File: src/rtl/pulse_gen_if.sv
// Configuration, trigger and pulse-status bundle between the UART front end and pulse_gen.
interface pulse_gen_if;
  logic        trigger_i;
  logic        en_i;
  logic [15:0] delay_i;
  logic [7:0]  width_i;
  logic [7:0]  num_pulses_i;
  logic [15:0] spacing_i;
  logic        pulse_o;
  logic        armed_o;
  logic        busy_o;
  logic        done_o;

  modport master (
    output trigger_i, en_i, delay_i, width_i, num_pulses_i, spacing_i,
    input  pulse_o, armed_o, busy_o, done_o
  );

  modport slave (
    input  trigger_i, en_i, delay_i, width_i, num_pulses_i, spacing_i,
    output pulse_o, armed_o, busy_o, done_o
  );
endinterface

File: src/rtl/pulse_gen.sv
// Glitch pulse sequencer: on a synchronised trigger edge, emits a burst of
// timed pulses using configuration latched at trigger time.
module pulse_gen #(
  parameter int SYNC_STAGES = 2
) (
  input logic       clk,
  input logic       rst,
  pulse_gen_if.slave bus
);

  typedef enum logic [2:0] {
    IDLE  = 3'd0,
    ARMED = 3'd1,
    DELAY = 3'd2,
    PULSE = 3'd3,
    SPACE = 3'd4
  } state_t;

  logic [SYNC_STAGES-1:0] sync_r;
  logic                   hist_r;
  logic                   trig_edge_s;
  state_t                 state_r, state_s;
  logic [15:0]            timer_r, timer_s;
  logic [7:0]             count_r, count_s;
  logic [7:0]             width_r, width_s;
  logic [15:0]            spacing_r, spacing_s;
  logic [7:0]             width_cl_s;
  logic [15:0]            spacing_cl_s;
  logic                   done_s;
  logic                   pulse_r, armed_r, busy_r, done_r;

  assign trig_edge_s  = sync_r[SYNC_STAGES-1] & ~hist_r;
  assign width_cl_s   = (bus.width_i == 8'd0) ? 8'd1 : bus.width_i;
  assign spacing_cl_s = (bus.spacing_i == 16'd0) ? 16'd1 : bus.spacing_i;

  // Trigger synchroniser chain plus history flop for rising-edge detection.
  always_ff @(posedge clk or negedge rst) begin
    if (!rst) begin
      sync_r <= '0;
      hist_r <= 1'b0;
    end else begin
      sync_r <= {sync_r[SYNC_STAGES-2:0], bus.trigger_i};
      hist_r <= sync_r[SYNC_STAGES-1];
    end
  end

  // Next-state logic; a single timer is reloaded with delay, width or spacing.
  always_comb begin
    state_s   = state_r;
    timer_s   = timer_r;
    count_s   = count_r;
    width_s   = width_r;
    spacing_s = spacing_r;
    done_s    = 1'b0;
    case (state_r)
      IDLE: begin
        if (bus.en_i) state_s = ARMED;
        else          state_s = IDLE;
      end
      ARMED: begin
        if (!bus.en_i) begin
          state_s = IDLE;
        end else if (trig_edge_s && (bus.num_pulses_i != 8'd0)) begin
          width_s   = width_cl_s;
          spacing_s = spacing_cl_s;
          count_s   = bus.num_pulses_i;
          if (bus.delay_i != 16'd0) begin
            state_s = DELAY;
            timer_s = bus.delay_i;
          end else begin
            state_s = PULSE;
            timer_s = {8'd0, width_cl_s};
          end
        end else begin
          state_s = ARMED;
        end
      end
      DELAY: begin
        if (!bus.en_i) begin
          state_s = IDLE;
        end else if (timer_r == 16'd1) begin
          state_s = PULSE;
          timer_s = {8'd0, width_r};
        end else begin
          timer_s = timer_r - 16'd1;
        end
      end
      PULSE: begin
        if (!bus.en_i) begin
          state_s = IDLE;
        end else if (timer_r == 16'd1) begin
          count_s = count_r - 8'd1;
          if (count_r == 8'd1) begin
            state_s = IDLE;
            done_s  = 1'b1;
          end else begin
            state_s = SPACE;
            timer_s = spacing_r;
          end
        end else begin
          timer_s = timer_r - 16'd1;
        end
      end
      SPACE: begin
        if (!bus.en_i) begin
          state_s = IDLE;
        end else if (timer_r == 16'd1) begin
          state_s = PULSE;
          timer_s = {8'd0, width_r};
        end else begin
          timer_s = timer_r - 16'd1;
        end
      end
      default: begin
        state_s = IDLE;
      end
    endcase
  end

  // State, latched burst configuration and outputs registered from the next state.
  always_ff @(posedge clk or negedge rst) begin
    if (!rst) begin
      state_r   <= IDLE;
      timer_r   <= 16'd0;
      count_r   <= 8'd0;
      width_r   <= 8'd0;
      spacing_r <= 16'd0;
      pulse_r   <= 1'b0;
      armed_r   <= 1'b0;
      busy_r    <= 1'b0;
      done_r    <= 1'b0;
    end else begin
      state_r   <= state_s;
      timer_r   <= timer_s;
      count_r   <= count_s;
      width_r   <= width_s;
      spacing_r <= spacing_s;
      pulse_r   <= (state_s == PULSE);
      armed_r   <= (state_s == ARMED);
      busy_r    <= (state_s == DELAY) || (state_s == PULSE) || (state_s == SPACE);
      done_r    <= done_s;
    end
  end

  assign bus.pulse_o = pulse_r;
  assign bus.armed_o = armed_r;
  assign bus.busy_o  = busy_r;
  assign bus.done_o  = done_r;

endmodule

File: src/flat_wrapper.sv
// flat-port wrapper written by rule: the top's interface ports become plain ports
module pulse_gen_flat 
#(
  parameter int SYNC_STAGES = 2
)
  (clk, rst, bus_trigger_i, bus_en_i, bus_delay_i, bus_width_i, bus_num_pulses_i, bus_spacing_i, bus_pulse_o, bus_armed_o, bus_busy_o, bus_done_o);
  pulse_gen_if bus_i ();
  input logic clk;
  input logic rst;
  input wire logic [$bits(bus_i.trigger_i)-1:0] bus_trigger_i;
  input wire logic [$bits(bus_i.en_i)-1:0] bus_en_i;
  input wire logic [$bits(bus_i.delay_i)-1:0] bus_delay_i;
  input wire logic [$bits(bus_i.width_i)-1:0] bus_width_i;
  input wire logic [$bits(bus_i.num_pulses_i)-1:0] bus_num_pulses_i;
  input wire logic [$bits(bus_i.spacing_i)-1:0] bus_spacing_i;
  output wire logic [$bits(bus_i.pulse_o)-1:0] bus_pulse_o;
  output wire logic [$bits(bus_i.armed_o)-1:0] bus_armed_o;
  output wire logic [$bits(bus_i.busy_o)-1:0] bus_busy_o;
  output wire logic [$bits(bus_i.done_o)-1:0] bus_done_o;
  assign bus_i.trigger_i = bus_trigger_i;
  assign bus_i.en_i = bus_en_i;
  assign bus_i.delay_i = bus_delay_i;
  assign bus_i.width_i = bus_width_i;
  assign bus_i.num_pulses_i = bus_num_pulses_i;
  assign bus_i.spacing_i = bus_spacing_i;
  assign bus_pulse_o = bus_i.pulse_o;
  assign bus_armed_o = bus_i.armed_o;
  assign bus_busy_o = bus_i.busy_o;
  assign bus_done_o = bus_i.done_o;
  pulse_gen #(.SYNC_STAGES(SYNC_STAGES)) u_core (.clk(clk), .rst(rst), .bus(bus_i));
endmodule
File: config.mk
export PLATFORM = sky130hd
export DESIGN_NAME = pulse_gen_flat
export DESIGN_NICKNAME = d
export VERILOG_FILES = /design/src/rtl/pulse_gen_if.sv /design/src/rtl/pulse_gen.sv /design/src/flat_wrapper.sv
export SDC_FILE = /design/constraint.sdc
export NUM_CORES = 1
export LEC_CHECK = 0
export CAP_MARGIN = 20
export CORE_MARGIN = 2
export CORE_UTILIZATION = 40
export CTS_CLUSTER_SIZE = 10
export DETAILED_ROUTE_END_ITERATION = 7
export HOLD_SLACK_MARGIN = 0.02
export PLACE_DENSITY = 0.74
export SLEW_MARGIN = 0
export SYNTH_ARGS = -nofsm -noshare
export SYNTH_HDL_FRONTEND = slang
export SYNTH_SLANG_ARGS = --single-unit
File: constraint.sdc
create_clock -name clk -period 4.2 [get_ports clk]
set_input_delay 1.26 -clock clk [delete_from_list [all_inputs] [get_ports clk]]
set_output_delay 1.26 -clock clk [all_outputs]
set_load 0.01 [all_outputs]
==> impl_metrics.json <==
{
  "die_h_um": 94.3,
  "fin_nets": 451,
  "io_pins": 56,
  "r2r_slack_ns": 1.28,
  "multiInputGateArea_mm2": 0.00170,
  "yosysSeqAreaShare": 0.445,
  "startpoint": "bus_en_i",
  "period_share": 0.725,
  "finalCriticalPeriod_ns": 3.05,
  "netlist_area_mm2": 0.00326,
  "drc": 0,
  "p_leak_nw": 1.66,
  "drv_slew": 0,
  "path_buf_inv": 2,
  "dieArea_mm2": 0.00890,
  "grt_util_all_layers": 0.203,
  "syn-num-nets": 399,
  "hpwlAfterDp_um": 6290,
  "synth_common_cells": "dfrtp_1 (58), o21ai_0 (33), nor2_1 (31), a21oi_1 (28), nand2_1 (24)",
  "outcome": "finished clean",
  "max_cap_viol_count": 0,
  "ys_types": 59,
  "finalHoldViolations": 0,
  "hold_buffers": 0,
  "routed_wl_um": 8590,
  "cts_tree": "built",
  "rows": 32,
  "core-area_mm2": 0.00781,
  "viasPerCell": 5.92,
  "cpMostUsedCell": "and4b_1",
  "tns_ns": 0,
  "r2r-start": "u_core.timer_r[5]$_DFFE_PN0P_",
  "grt_pass1_vias": 2875,
  "first_pass_iters": 5,
  "hp-start": "u_core.sync_r[0]$_DFF_PN0_",
  "path_cells": "clkdlybuf4s50_1 -> and4b_1 -> o41ai_1 -> and4b_1 -> o21a_1 -> inv_1 -> o21ai_0 -> a21o_1",
  "clk_pin_slew_ns": 0.07,
  "hp-class": "reg -> reg",
  "synth_top_cell_by_area": "dfrtp_1",
  "cts_resized": 0,
  "critPathTopFamily": "buffers and inverters",
  "grt_use_met3": 0.0447,
  "path_max_fanout": 14,
  "antennaDiodeCount": 0,
  "use_met2": 0.329,
  "fillerInstances": 693,
  "worstSetupStartpointType": "input port",
  "grt_start_max_net_pins": 35,
  "finalClockSkew_ns": 0.00545,
  "setup_viol": 0,
  "wl_per_cell_um": 17.1,
  "critPathMaxStageDelay_ns": 0.54,
  "portBuffers": 55,
  "synthFlopType": "dfrtp_1",
  "route.vias.total": 2973,
  "netlist_instances": 343,
  "synthArstFlopShare": 1.00,
  "place_ws_ns": 0.825,
  "min_path_cells": 0,
  "numCtsBuffers": 9,
  "area_growth_pct": 25.8,
  "grt-ovfl-total": 0,
  "p_per_area_mw_per_mm2": 487,
  "fmax_mhz": 328,
  "synth_edf_count": 0,
  "cp_slowest_cell": "clkdlybuf4s50_1",
  "grt.busiest_layer": "met2",
  "yosysMostFrequentCell": "dfrtp_1",
  "synth_warnings": 0,
  "synth_seq_cells": 58,
  "ir_drop_mv": 0.286,
  "cts-htree-levels": 3,
  "min_to": "u_core.sync_r[1]$_DFF_PN0_",
  "whs_ns": 0.368,
  "postRouteAntennaNets": 0,
  "r2r_cells": 6,
  "fin_util": 0.526,
  "routabilityCongestion": 0.904,
  "start_util": 0.418,
  "worstSetupPathType": "in -> reg",
  "die_w_um": 94.3,
  "root_buffer": "clkbuf_8",
  "critPathCaptureType": "flip-flop",
  "worst_slew_pin_slew_ns": 0.756,
  "worstPathArrival_ns": 3.28,
  "cts_sinks": 58,
  "grt_pass1_wl_um": 13900,
  "required_ns": 4.44,
  "layout-drive-gt1-share": 0.133,
  "synth_area_per_cell_um2": 9.52,
  "grt_setup_unrepaired": "no",
  "drt_iter0_drc": 247,
  "clockBufferDepth": 2,
  "rr_endpoint": "u_core.timer_r[15]$_DFFE_PN0P_",
  "post-synth-top-area-fraction": 0.445,
  "cts_setup_buffers": 0,
  "ff_latch_area_mm2": 0.00145,
  "fin_ws_ns": 1.15,
  "clk_latency_ns": 0.34,
  "antenna_found_initial": 0,
  "grtUsageMet1": 0.262,
  "yosys-top-cells-area": "dfrtp_1 (44%), mux2_2 (7.9%), o21ai_0 (5.1%)",
  "relSlewSlack": 0.496
}
-- how the worst max path moves through the flow --
| stage | endpoint | cells past startpoint |
|---|---|---|
| 4_1_cts | u_core.timer_r[5]$_DFFE_PN0P_ | 8 |
| 2_1_floorplan | u_core.spacing_r[10]$_DFFE_PN0P_ | 5 |
| 5_1_grt | u_core.timer_r[0]$_DFFE_PN0P_ | 8 |
| 6_report | u_core.timer_r[5]$_DFFE_PN0P_ | 8 |
| 3_5_place_dp | u_core.timer_r[5]$_DFFE_PN0P_ | 8 |
| 3_3_place_gp | u_core.timer_r[2]$_DFFE_PN0P_ | 7 |
-- final cells by class --
cell class / count / area share
clock buffer: 11 / 0.0344
clock inverter: 5 / 0.0189
inverter: 8 / 0.00731
multi-input combinational: 259 / 0.415
sequential: 58 / 0.353
tap: 102 / 0.0311
timing repair buffer: 59 / 0.140
-- state kept, by name, indices dropped and copies added, names as in the netlist --
signal / cells
u_core.bus.done_o: 1
u_core.sync_r: 2
u_core.bus.busy_o: 1
u_core.hist_r: 1
u_core.spacing_r: 16
u_core.state_r: 3
u_core.width_r: 8
u_core.timer_r: 16
u_core.count_r: 8
u_core.bus.armed_o: 1
u_core.bus.pulse_o: 1
-- per-stage QoR --
step           instances  instance area (µm²)  power (mW)
2_1_floorplan        343                 3260        1.22
3_3_place_gp         486                 3890        1.39
3_5_place_dp         486                 3890        1.42
4_1_cts              502                 4110        2.00
5_1_grt              502                 4110        2.12
6_report             502                 4110        2.00
-- report_power, final --
| group | internal, mW | total (mW) | leakage [nW] | switching, mW |
|---|---|---|---|---|
| clock network | 0.348 | 0.574 | 0.109 | 0.226 |
| registers | 0.742 | 0.922 | 0.703 | 0.180 |
| logic | 0.246 | 0.506 | 0.850 | 0.259 |
-- routing by layer --
layer | vias to the layer above | routed length (µm)
li1 | 1398 | -
met1 | 1454 | 3750
met2 | 105 | 4170
met3 | 16 | 474
met4 | 0 | 202
met5 | - | 0
-- cells in the final DEF (no fill, tap or decap), types with 2 or more instances in the layout --
cell             count
ha_1                 4
nand3_1              6
inv_1                8
or4_1                3
o211ai_1             2
nand2b_1             4
a22oi_1              7
a21o_1               3
o22a_1               4
a31oi_1              4
bufinv_16            2
and4b_1              2
dfrtp_1             58
nor3_1              10
mux2_2              23
or2_2                2
buf_4                4
clkinv_2             2
clkdlybuf4s50_1     54
clkbuf_8            10
xnor2_1              2
or3_1                5
nor3b_1              2
nor2b_1              5
nand2_1             24
a22o_1               3
o21ai_0             33
a21oi_1             28
a2bb2oi_1            2
a221oi_1             4
nor2_1              31
o21a_1               3
and2_1               2
nor4_1              15
-- kinds of logic after synthesis --
logic type / after synthesis / share of synthesized area
fa+ha+maj: 4 / 0.0153
flops: 58 / 0.445
simple gates: 120 / 0.200
buf+inv: 26 / 0.0333
mux: 24 / 0.0824
compound gates: 109 / 0.219
xor+xnor: 2 / 0.00537
-- worst reg2reg max path, delay by kind of cell, from the launching register on --
family	cells	cell delay, ns
simple gates	3	1.82
compound gates	3	0.58
flops	1	0.46
Power figures use the tool's default switching activity.
